[config.mk]
export PLATFORM = sky130hd
export DESIGN_NAME = program_sequencer
export DESIGN_NICKNAME = d
export VERILOG_FILES = /design/src/rtl/program_sequencer.sv
export SDC_FILE = /design/constraint.sdc
export NUM_CORES = 1
export LEC_CHECK = 0
export ABC_AREA = 0
export CAP_MARGIN = 20
export CORE_MARGIN = 5
export CORE_UTILIZATION = 40
export DETAILED_ROUTE_END_ITERATION = 8
export REMOVE_ABC_BUFFERS = 1
export SYNTH_ARGS = -nofsm -noshare
export SYNTH_HDL_FRONTEND = slang
export SYNTH_SLANG_ARGS = --single-unit
[constraint.sdc]
create_clock -name clk -period 1.8 [get_ports clk]
set_clock_uncertainty 0.05 [all_clocks]
set_input_delay 0.36 -clock clk [delete_from_list [all_inputs] [get_ports clk]]
set_output_delay 0.36 -clock clk [all_outputs]
set_load 0.02 [all_outputs]
[src/rtl/program_sequencer.sv]
// program_sequencer: fetches instruction words from a synchronous program ROM
// and feeds them to the 9-bit processor (run/din). It handles two-word mvi, the
// HALT opcode, a done watchdog and start/stop requests from the top level.
//
// state     | meaning
// ----------+---------------------------------------------------------------
// IDLE      | parked; start resumes fetching at the current pc
// FETCH     | rom_rd asserted for the instruction word at pc
// WAIT_I    | instruction word returns; decode HALT / mvi / other
// FETCH_IMM | rom_rd asserted for the mvi immediate at pc+1
// WAIT_D    | immediate word returns into imm_q
// ISSUE     | run=1, din=instruction word; done is ignored here
// EXEC      | run=1, din=immediate (mvi) or instruction; wait for done
// HALT      | HALT opcode reached; start restarts from address 0
// ERROR     | done watchdog expired; start restarts from address 0

module program_sequencer #(
  parameter int ADDR_W  = 5,
  parameter int DATA_W  = 9,
  parameter int TIMEOUT = 16,
  parameter int CNT_W   = 16
) (
  input  logic              clk,
  input  logic              resetn,
  input  logic              start,
  input  logic              stop,
  output logic [ADDR_W-1:0] rom_addr,
  output logic              rom_rd,
  input  logic [DATA_W-1:0] rom_data,
  input  logic              done,
  output logic              run,
  output logic [DATA_W-1:0] din,
  output logic              busy,
  output logic              halted,
  output logic              err_timeout,
  output logic [ADDR_W-1:0] pc,
  output logic [CNT_W-1:0]  instr_cnt
);

  // Watchdog is a down-counter loaded at ISSUE; reaching zero in EXEC without
  // done means TIMEOUT EXEC cycles have elapsed.
  localparam int WD_W = $clog2(TIMEOUT);
  localparam logic [WD_W-1:0] WD_LOAD = WD_W'(TIMEOUT - 1);

  localparam logic [2:0] OP_MVI  = 3'b001;
  localparam logic [2:0] OP_HALT = 3'b111;

  typedef enum logic [3:0] {
    S_IDLE      = 4'd0,
    S_FETCH     = 4'd1,
    S_WAIT_I    = 4'd2,
    S_FETCH_IMM = 4'd3,
    S_WAIT_D    = 4'd4,
    S_ISSUE     = 4'd5,
    S_EXEC      = 4'd6,
    S_HALT      = 4'd7,
    S_ERROR     = 4'd8
  } state_t;

  state_t            state;
  logic [DATA_W-1:0] ir_q;
  logic [DATA_W-1:0] imm_q;
  logic [WD_W-1:0]   wdog_q;
  logic              stop_pending;

  logic              ir_mvi;
  logic [ADDR_W-1:0] pc_inc1;
  logic [ADDR_W-1:0] pc_next;
  logic [CNT_W-1:0]  cnt_next;

  // Decode of the held instruction and the retire-time pc/counter updates.
  assign ir_mvi   = (ir_q[8:6] == OP_MVI);
  assign pc_inc1  = pc + ADDR_W'(1);
  assign pc_next  = ir_mvi ? (pc + ADDR_W'(2)) : pc_inc1;
  assign cnt_next = (instr_cnt == {CNT_W{1'b1}}) ? instr_cnt : (instr_cnt + CNT_W'(1));

  // Sequencer FSM with all outputs registered.
  always_ff @(posedge clk) begin
    if (resetn) begin
      state        <= S_IDLE;
      rom_addr     <= '0;
      rom_rd       <= 1'b0;
      run          <= 1'b0;
      din          <= '0;
      busy         <= 1'b0;
      halted       <= 1'b0;
      err_timeout  <= 1'b0;
      pc           <= '0;
      instr_cnt    <= '0;
      ir_q         <= '0;
      imm_q        <= '0;
      wdog_q       <= '0;
      stop_pending <= 1'b0;
    end else begin
      case (state)
        S_IDLE: begin
          if (start) begin
            state    <= S_FETCH;
            rom_rd   <= 1'b1;
            rom_addr <= pc;
            busy     <= 1'b1;
          end
        end

        S_FETCH: begin
          rom_rd <= 1'b0;
          if (stop) begin
            state <= S_IDLE;
            busy  <= 1'b0;
          end else begin
            state <= S_WAIT_I;
          end
        end

        S_WAIT_I: begin
          if (stop) begin
            state <= S_IDLE;
            busy  <= 1'b0;
          end else begin
            ir_q <= rom_data;
            if (rom_data[8:6] == OP_HALT) begin
              state  <= S_HALT;
              halted <= 1'b1;
              busy   <= 1'b0;
            end else if (rom_data[8:6] == OP_MVI) begin
              state    <= S_FETCH_IMM;
              rom_rd   <= 1'b1;
              rom_addr <= pc_inc1;
            end else begin
              state <= S_ISSUE;
              run   <= 1'b1;
              din   <= rom_data;
            end
          end
        end

        S_FETCH_IMM: begin
          rom_rd <= 1'b0;
          if (stop) begin
            state <= S_IDLE;
            busy  <= 1'b0;
          end else begin
            state <= S_WAIT_D;
          end
        end

        S_WAIT_D: begin
          if (stop) begin
            // The instruction word is refetched on resume, so nothing to keep.
            state <= S_IDLE;
            busy  <= 1'b0;
          end else begin
            imm_q <= rom_data;
            state <= S_ISSUE;
            run   <= 1'b1;
            din   <= ir_q;
          end
        end

        S_ISSUE: begin
          state  <= S_EXEC;
          wdog_q <= WD_LOAD;
          din    <= ir_mvi ? imm_q : ir_q;
          if (stop) stop_pending <= 1'b1;
        end

        S_EXEC: begin
          if (done) begin
            // done beats a watchdog expiry in the same cycle.
            pc           <= pc_next;
            instr_cnt    <= cnt_next;
            run          <= 1'b0;
            stop_pending <= 1'b0;
            if (stop_pending || stop) begin
              state <= S_IDLE;
              busy  <= 1'b0;
            end else begin
              state    <= S_FETCH;
              rom_rd   <= 1'b1;
              rom_addr <= pc_next;
            end
          end else if (wdog_q == '0) begin
            state        <= S_ERROR;
            err_timeout  <= 1'b1;
            run          <= 1'b0;
            busy         <= 1'b0;
            stop_pending <= 1'b0;
          end else begin
            wdog_q <= wdog_q - WD_W'(1);
            if (stop) stop_pending <= 1'b1;
          end
        end

        S_HALT, S_ERROR: begin
          if (start) begin
            state       <= S_FETCH;
            halted      <= 1'b0;
            err_timeout <= 1'b0;
            pc          <= '0;
            rom_rd      <= 1'b1;
            rom_addr    <= '0;
            busy        <= 1'b1;
          end
        end

        default: begin
          state  <= S_IDLE;
          run    <= 1'b0;
          rom_rd <= 1'b0;
          busy   <= 1'b0;
        end
      endcase
    end
  end

endmodule

## Word-level counts from Yosys, hierarchy flattened

Index checks and enable logic that the tools add are counted.

- Muxes and demuxes: 62
- Shift operators: 0
- $mul: 0
- Equality and inequality tests: 30
- Magnitude comparators: 0
- Bitwise logic cells: 5
- Reductions and logical operators: 26
- Add/sub/neg operators: 4
- Divide/modulo/power cells: 0

Operators by type and width:

| cell | count |
|---|---|
| 5-bit two-way mux | 9 |
| 9-bit two-way mux | 5 |
| 4-bit case mux with 7 select lines | 1 |
| 9-bit case mux with 3 select lines | 1 |
| 1-bit two-way mux | 26 |
| 2-bit != test (second input constant) | 13 |
| 4-bit two-way mux | 5 |
| 5-bit case mux with 4 select lines | 1 |
| 16-bit by 1-bit adder with 16-bit output (second input constant) | 1 |
| 16-bit == test (second input constant) | 1 |
| 4-bit by 3-bit == test with 1-bit output (second input constant) | 4 |
| 3-bit two-way mux | 5 |
| 6-bit AND reduction | 2 |
| 5-bit case mux with 2 select lines | 1 |
| 3-bit != test (second input constant) | 3 |
| 3-bit AND reduction | 3 |
| 4-bit by 2-bit == test with 1-bit output (second input constant) | 2 |
| 4-bit logical NOT | 2 |
| 1-bit case mux with 4 select lines | 2 |
| 4-bit case mux with 2 select lines | 1 |
| 4-bit AND reduction | 2 |
| 8-bit AND reduction | 1 |
| 7-bit AND reduction | 1 |
| 3-bit by 1-bit == test with 1-bit output (second input constant) | 2 |
| 20 further kinds | 33 |

- Output and inout port bits: 40
- Bits in latches: 0
- Bits in registers: 67
- RAM bits: 0
- Memory bits (read-only): 0
- Input bits: 14
- Memories: 0

## Longest topological paths before layout

Gate-level depths: netlist (run 1).

- Depth after elaboration: 5
- Depth in mapped cells: 7
- Depth with buffers taken out: 7

## Worst setup path after synthesis (run 1)

No wires, ideal clock.

- Path kind: input to register
- Start point: input stop
- End point: register rom_addr[4]
- Path buffers: 1
- Path slack: -0.080 ns
- Cell stages on the path: 6
- Arrival time: 1.698 ns
- Library setup time: 0.132 ns
- Cells stage by stage: clkbuf_1 or3b_2 a22oi_1 nand3_2 a211oi_1 nor3_1

- Word-level cells in the longest chain between the ends: 3
- Elaborated cells between the ends (all ways): 4
- Those cells by class: eq/ne: 2; reduce/logical: 2

RTL lines:

| what | RTL line | source |
|---|---|---|
| start: declaration | 26 | `input logic stop,` |
| 1-bit logical OR | 174 | `if (stop_pending \|\| stop) begin` |
| 2-bit != test (no source line) | - |  |
| 8-bit AND reduction (no source line) (*) | - |  |
| end signal: assignment | 100 | `rom_addr <= pc;` |
| end signal: assignment | 128 | `rom_addr <= pc_inc1;` |
| end signal: assignment | 180 | `rom_addr <= pc_next;` |
| end: declaration | 27 | `output logic [ADDR_W-1:0] rom_addr,` |

Mark *: on every way between the ends. The rest lies on a longest branch, timed or not.
A chain may end at the register's enable or synchronous reset.

## Worst setup path after layout (run 1)

- Start point: register state[0]
- End point: register din[2]

- Word-level cells in the longest chain between the ends: 3
- Elaborated cells between the ends (all ways): 10
- Those cells by class: eq/ne: 7; mux: 1; reduce/logical: 2

RTL lines:

| what | RTL line | source |
|---|---|---|
| start: declaration | 60 | `state_t state;` |
| start signal: assignment | 80 | `state <= S_IDLE;` |
| start signal: assignment | 98 | `state <= S_FETCH;` |
| start signal: assignment | 108 | `state <= S_IDLE;` |
| 4-bit by 2-bit == test with 1-bit output or 4-bit by 3-bit == test with 1-bit output (tied branches) | 95 | `case (state)` |
| 2-bit != test (no source line) or 3-bit nonzero test (tied branches) | - |  |
| 5-bit AND reduction (no source line) | - |  |
| end signal: assignment | 132 | `din <= rom_data;` |
| end signal: assignment | 156 | `din <= ir_q;` |
| end signal: assignment | 163 | `din <= ir_mvi ? imm_q : ir_q;` |
| end: declaration | 32 | `output logic [DATA_W-1:0] din,` |

Parallel ways exist; a longest one is shown, timed or not.

==> flow_summary.json, run 1 <==
{
  "io_buffers": 53,
  "synthTopCellsByArea": "dfxtp_1 (38%), a21oi_1 (6.2%), nand2_1 (5.9%)",
  "syn-mean-instance-area_um2": 7.911,
  "drive_gt1_share_pct": 27.19,
  "synthFlopType": "dfxtp_1",
  "grt_pass1_wl_mm": 16.81,
  "clock_latency_ns": 0.35,
  "synth_top_cell_by_area": "dfxtp_1",
  "cts_root_buf": "clkbuf_8",
  "first_pass_iters": 4,
  "critPathTopFamily": "compound AO/OA/AOI/OAI gates",
  "syn_inst": 446,
  "r2r_end": "din[2]",
  "cpMostUsedCell": "a21oi_2",
  "worst-setup-path-type": "reg -> reg",
  "coreArea_mm2": 0.008678,
  "via_per_inst": 5.501,
  "finalMaxSlewViolations": 0,
  "async_flop_share_pct": 0,
  "fin_nets": 572,
  "r2r-start": "state[0]",
  "synth_edf_count": 0,
  "cap_violations": 0,
  "grt_pass1_vias": 3385,
  "placed_cells": 642,
  "cp_data_arrival_time_ns": 2.02,
  "crit_path_top_delay_cell": "or4b_4",
  "ff2ff_path_depth": 6,
  "power.density_mw_per_mm2": 731.2,
  "worst_path_largest_cell_delay_ns": 0.53,
  "wl_per_cell_um": 15.29,
  "start_kind": "register",
  "ir_drop_mv": 0.4553,
  "clockBufferDepth": 2,
  "area.growth.synth_to_final_pct": 46.99,
  "grt-ovfl-total": 0,
  "vias": 3669,
  "die_y_um": 103.9,
  "layout_worst_path_cycle_share_pct": 99.76,
  "grt_max_degree": 68,
  "finalWorstSetupSlack_ns": 0.004349,
  "instances_no_fill": 667,
  "outcome": "completed",
  "cp_cell_sequence": "or4b_4 > a21oi_2 > o21ai_2 > buf_6 > a311o_1 > a21oi_2",
  "end_kind": "register",
  "synth_area_mm2": 0.003528,
  "ys_seq_elements": 67,
  "tritoncts": "done",
  "ios": 54,
  "crit_cells": 6,
  "clkTransAtPathRegs_ns": 0.08,
  "routabilityCongestion": 0.8850,
  "ant_nets": 0,
  "antenna_cells": 0,
  "drc": 0,
  "clock.fmax_mhz": 556.9,
  "fillers": 822,
  "leakage_uw": 0.001982,
  "track_usage_pct": 18.21,
  "slew_headroom_pct": 76.82,
  "grt_setup_unrepaired": "yes",
  "period_needed_ns": 1.796,
  "crit_start": "state[0]",
  "tightest_slew_ns": 0.3458,
  "ys_types": 63,
  "finalSetupViolations": 0,
  "htree_num_levels": 3,
  "hpwl_mm": 6.870,
  "r2r_setup_slack_ns": 0.004,
  "cts_made_buffers": 9,
  "synth_most_common_cell": "dfxtp_1",
  "rows": 34,
  "antenna_found_initial": 0,
  "yosys_warnings": 0,
  "pre_cts_ws_ns": -0.5508,
  "initial_core_util_pct": 40.66,
  "ys_seq_area_share_pct": 38.01,
  "worstPathRequired_ns": 2.03,
  "critPathCapture": "din[2]",
  "synth_commonest_cells": "dfxtp_1 (67), nand2_1 (55), nor2_1 (50)",
  "drt_iter0_drc": 153,
  "hold_path_depth": 2,
  "path_buf_inv": 1,
  "synth_top_area_share_pct": 38.01,
  "dieArea_mm2": 0.01080,
  "hp-class": "reg -> reg",
  "clock_sinks": 67,
  "hold_violations": 0,
  "die_x_um": 103.9,
  "drt_wl_total_mm": 10.20,
  "crit_fanout": 8
}
[where the power goes]
part           total, uW  switching [uW]  internal, uW
combinational        819             420           400
clock               1390             617           777
sequential          1580            38.3          1540
total               3790            1070          2720
[layout by cell type (no fill, tap or decap), drive strengths merged, types with 3 or more instances in the layout]
master and instances:
a211o 3, a211oi 5, a21oi 45, a22oi 4
a311o 6, a31oi 3, and3 4, buf 73
clkbuf 9, clkdlybuf4s50 28, clkinv 5, dfxtp 67
dlygate4sd2 20, dlymetal6s2s 4, ha 4, inv 11
mux2i 11, nand2 55, nand2b 4, nand3 24
nand4 6, nor2 51, nor2b 4, nor3 24
nor3b 5, nor4 4, nor4b 3, o21ai 14
o21bai 3, or3 3, or3b 4, xnor2 16
[flip-flops by register name, indices dropped and copies added (netlist names)]
signal,count
busy,1
din,9
err_timeout,1
halted,1
imm_q,9
instr_cnt,16
ir_q,9
pc,5
rom_addr,5
rom_rd,1
run,1
state,4
stop_pending,1
wdog_q,4
[per-layer routing]
metal / vias up / wire length (um) / track usage (%)
li1: 1808 / - / -
met1: 1765 / 4779 / 25.48
met2: 83 / 4901 / 28.14
met3: 13 / 371 / 3.476
met4: 0 / 146 / 6.013
met5: - / 0 / 0
[tightest hold or removal path, cell delays in order, from the launching register on]
cell     delay (ns)
dfxtp_1        0.31
nand2_1        0.05
a21oi_1        0.05
[cell families (layout without fill, tap and decap cells)]
kind of cell	Yosys count	in the layout	synth area share, %
flops	67	67	38.01
buf+inv	39	152	4.503
fa+ha+maj	4	4	1.418
compound gates	102	102	18.44
xor+xnor	18	18	4.468
simple gates	204	204	29.72
mux	12	12	3.440
[how the worst min path moves through the flow]
| stage | from | to |
|---|---|---|
| global route | imm_q[5] | imm_q[5] |
| detailed placement | imm_q[7] | imm_q[7] |
| global placement | imm_q[7] | imm_q[7] |
| CTS | imm_q[7] | imm_q[7] |
| floorplan | resetn | din[0] |
| finish | imm_q[7] | imm_q[7] |
[repair_timing]
action,in CTS,in global routing
hold buffers,0,0
pin swaps,8,21
endpoints found under the setup margin,69,48
resized for setup,47,56
buffers inserted,6,4
[stage by stage]
step | TNS [ns] | hold WS (ns) | utilization (%) | power, uW | cell area [um2]
finish | 0 | 0.4074 | 59.76 | 3792 | 5186
global route | -0.4110 | 0.4300 | 59.76 | 3964 | 5186
CTS | -0.03488 | 0.4071 | 56.68 | 3722 | 4918
detailed placement | -11.28 | 0.3971 | 52.80 | 2290 | 4582
global placement | -10.29 | 0.3925 | 52.80 | 2282 | 4582
floorplan | -17.08 | 0.3791 | - | 1938 | 3411
[area by class of cell]
type / instances / area (um2) / area share (%)
clock buffer: 9 / 123.9 / 2.388
clock inverter: 7 / 92.59 / 1.785
inverter: 11 / 41.29 / 0.7961
multi-input combinational: 340 / 2305 / 44.44
sequential: 67 / 1354 / 26.10
tap: 108 / 135.1 / 2.606
timing repair buffer: 125 / 1135 / 21.88
No activity file was read; power rests on OpenSTA's default activity.
==> inputs of run 2 (changes only) <==
--- a/config.mk
+++ b/config.mk
@@ -11,6 +11,7 @@
 export CORE_UTILIZATION = 40
 export DETAILED_ROUTE_END_ITERATION = 8
 export REMOVE_ABC_BUFFERS = 1
+export SKIP_LAST_GASP = 1
 export SYNTH_ARGS = -nofsm -noshare
 export SYNTH_HDL_FRONTEND = slang
 export SYNTH_SLANG_ARGS = --single-unit
==> flow_summary.json, run 2 (same netlist as run 1, synthesis figures left out) <==
{
  "dieArea_mm2": 0.01080,
  "hold_path_end": "imm_q[3]",
  "mostFrequentLayoutCells": "buf_4 (64), dfxtp_1 (61), nand2_1 (51)",
  "power_uw": 3823,
  "grt_setup_unrepaired": "yes",
  "grt_max_degree": 68,
  "hpwl_mm": 6.870,
  "period_needed_ns": 1.798,
  "via_per_inst": 5.490,
  "placed_cells": 642,
  "die_x_um": 103.9,
  "clockBufferDepth": 2,
  "hold_violations": 0,
  "finalSetupViolations": 0,
  "end_kind": "register",
  "outcome": "completed",
  "power.density_mw_per_mm2": 726.7,
  "hold-worst-slack_ns": 0.4077,
  "instances_no_fill": 674,
  "route.met3.wl_um": 373,
  "ir_drop_mv": 0.4692,
  "cts_root_buf": "clkbuf_8",
  "grt_pass1_vias": 3388,
  "grt_pass1_wl_mm": 16.79,
  "start_kind": "register",
  "ant_nets": 0,
  "slew_headroom_pct": 66.97,
  "initial_core_util_pct": 40.66,
  "routabilityCongestion": 0.8850,
  "drive_gt1_share_pct": 27.56,
  "r2r_setup_slack_ns": 0.002,
  "dr_wl_met2_mm": 5.014,
  "min_from": "imm_q[3]",
  "coreArea_mm2": 0.008678,
  "rows": 34,
  "vias": 3700,
  "wl_per_cell_um": 15.59,
  "first_pass_iters": 4,
  "crit_fanout": 9,
  "tightest_slew_ns": 0.4916,
  "drt_iter0_drc": 184,
  "htree_num_levels": 3,
  "antenna_found_initial": 0,
  "drc": 0,
  "drt_wl_total_mm": 10.51,
  "io_buffers": 53,
  "finalMaxSlewViolations": 0,
  "fin_nets": 579,
  "clock.fmax_mhz": 556.0,
  "worst-setup-path-type": "reg -> reg",
  "setup_tns_ns": 0,
  "clkTransAtPathRegs_ns": 0.08,
  "met1_length_mm": 4.999,
  "cts_made_buffers": 9,
  "cp_data_arrival_time_ns": 2.02,
  "r2r-start": "state[2]",
  "grt-ovfl-total": 0,
  "hold_path_depth": 2,
  "antenna_cells": 0,
  "final_common_cell": "buf_4",
  "tritoncts": "done",
  "worstPathRequired_ns": 2.02,
  "top_register": "instr_cnt",
  "r2r_end": "din[1]",
  "cap_violations": 0,
  "final_util_pct": 60.63,
  "layout_worst_path_cycle_share_pct": 99.92,
  "clock_sinks": 67,
  "fillers": 808,
  "die_y_um": 103.9,
  "area.growth.synth_to_final_pct": 49.11,
  "clock_latency_ns": 0.35,
  "ios": 54,
  "leakage_uw": 0.002028,
  "top_layer_used": "met4",
  "track_usage_pct": 18.20,
  "ff2ff_path_depth": 9,
  "hp-class": "reg -> reg",
  "largest_reg_flops": 16
}
## run 2: cell types whose count changed in the layout (fill, tap and decap cells not counted), sizes merged
cell,previous run,this run
clkbuf,9,12
buf,73,77
## run 2: power breakdown
group / internal [uW] / switching [uW] / total [uW]
logic: 419 / 421 / 840
registers: 1540 / 38.7 / 1580
clock network: 778 / 626 / 1400
total: 2740 / 1090 / 3820
## run 2: through the flow
step                      area (um2)  setup WS, ns
after floorplan                 3411       -0.8890
after global placement          4582       -0.5149
after detailed placement        4582       -0.5508
after CTS                       4915      -0.05218
after global routing            5261      -0.07387
final                           5261      0.001506
## run 2: worst max-delay path: stages, from the launching register on
cell and delay [ns]:
dfxtp_2 0.36, buf_12 0.12, buf_4 0.13, inv_2 0.05, nor3_4 0.21, buf_4 0.19, buf_12 0.13, nor2_1 0.04
a311o_1 0.32, a21oi_1 0.13
## run 2: how the worst max path moves through the flow
stage                         from           to  cells past startpoint
after global routing      state[2]       din[2]                      9
after floorplan           state[2]       din[5]                      5
after detailed placement      done  rom_addr[4]                      6
after global placement        done  rom_addr[4]                      6
after CTS                 state[2]  rom_addr[4]                      7
final                     state[2]       din[1]                      9
## run 2: layer usage
metal | track usage (%) | up-vias
met1 | 25.40 | 1783
met5 | 0 | -
met4 | 6.198 | 0
met2 | 28.10 | 83
li1 | - | 1825
met3 | 3.476 | 9
## run 2: area by class of cell
type                            count  area (um2)  share of cell area, %
Clock inverter                      7       92.59                  1.760
Inverter                           11       41.29                 0.7848
Multi-Input combinational cell    340        2278                  43.31
Clock buffer                        9       123.9                  2.354
Sequential cell                    67        1354                  25.73
Tap cell                          108       135.1                  2.568
Timing Repair Buffer              132        1236                  23.50
## run 2: what timing repair did
action,CTS,global route
pin swaps,8,21
gates resized for setup,45,53
gates cloned,0,3
hold buffers,0,0
endpoints found under the setup margin,69,51
setup buffers,6,8
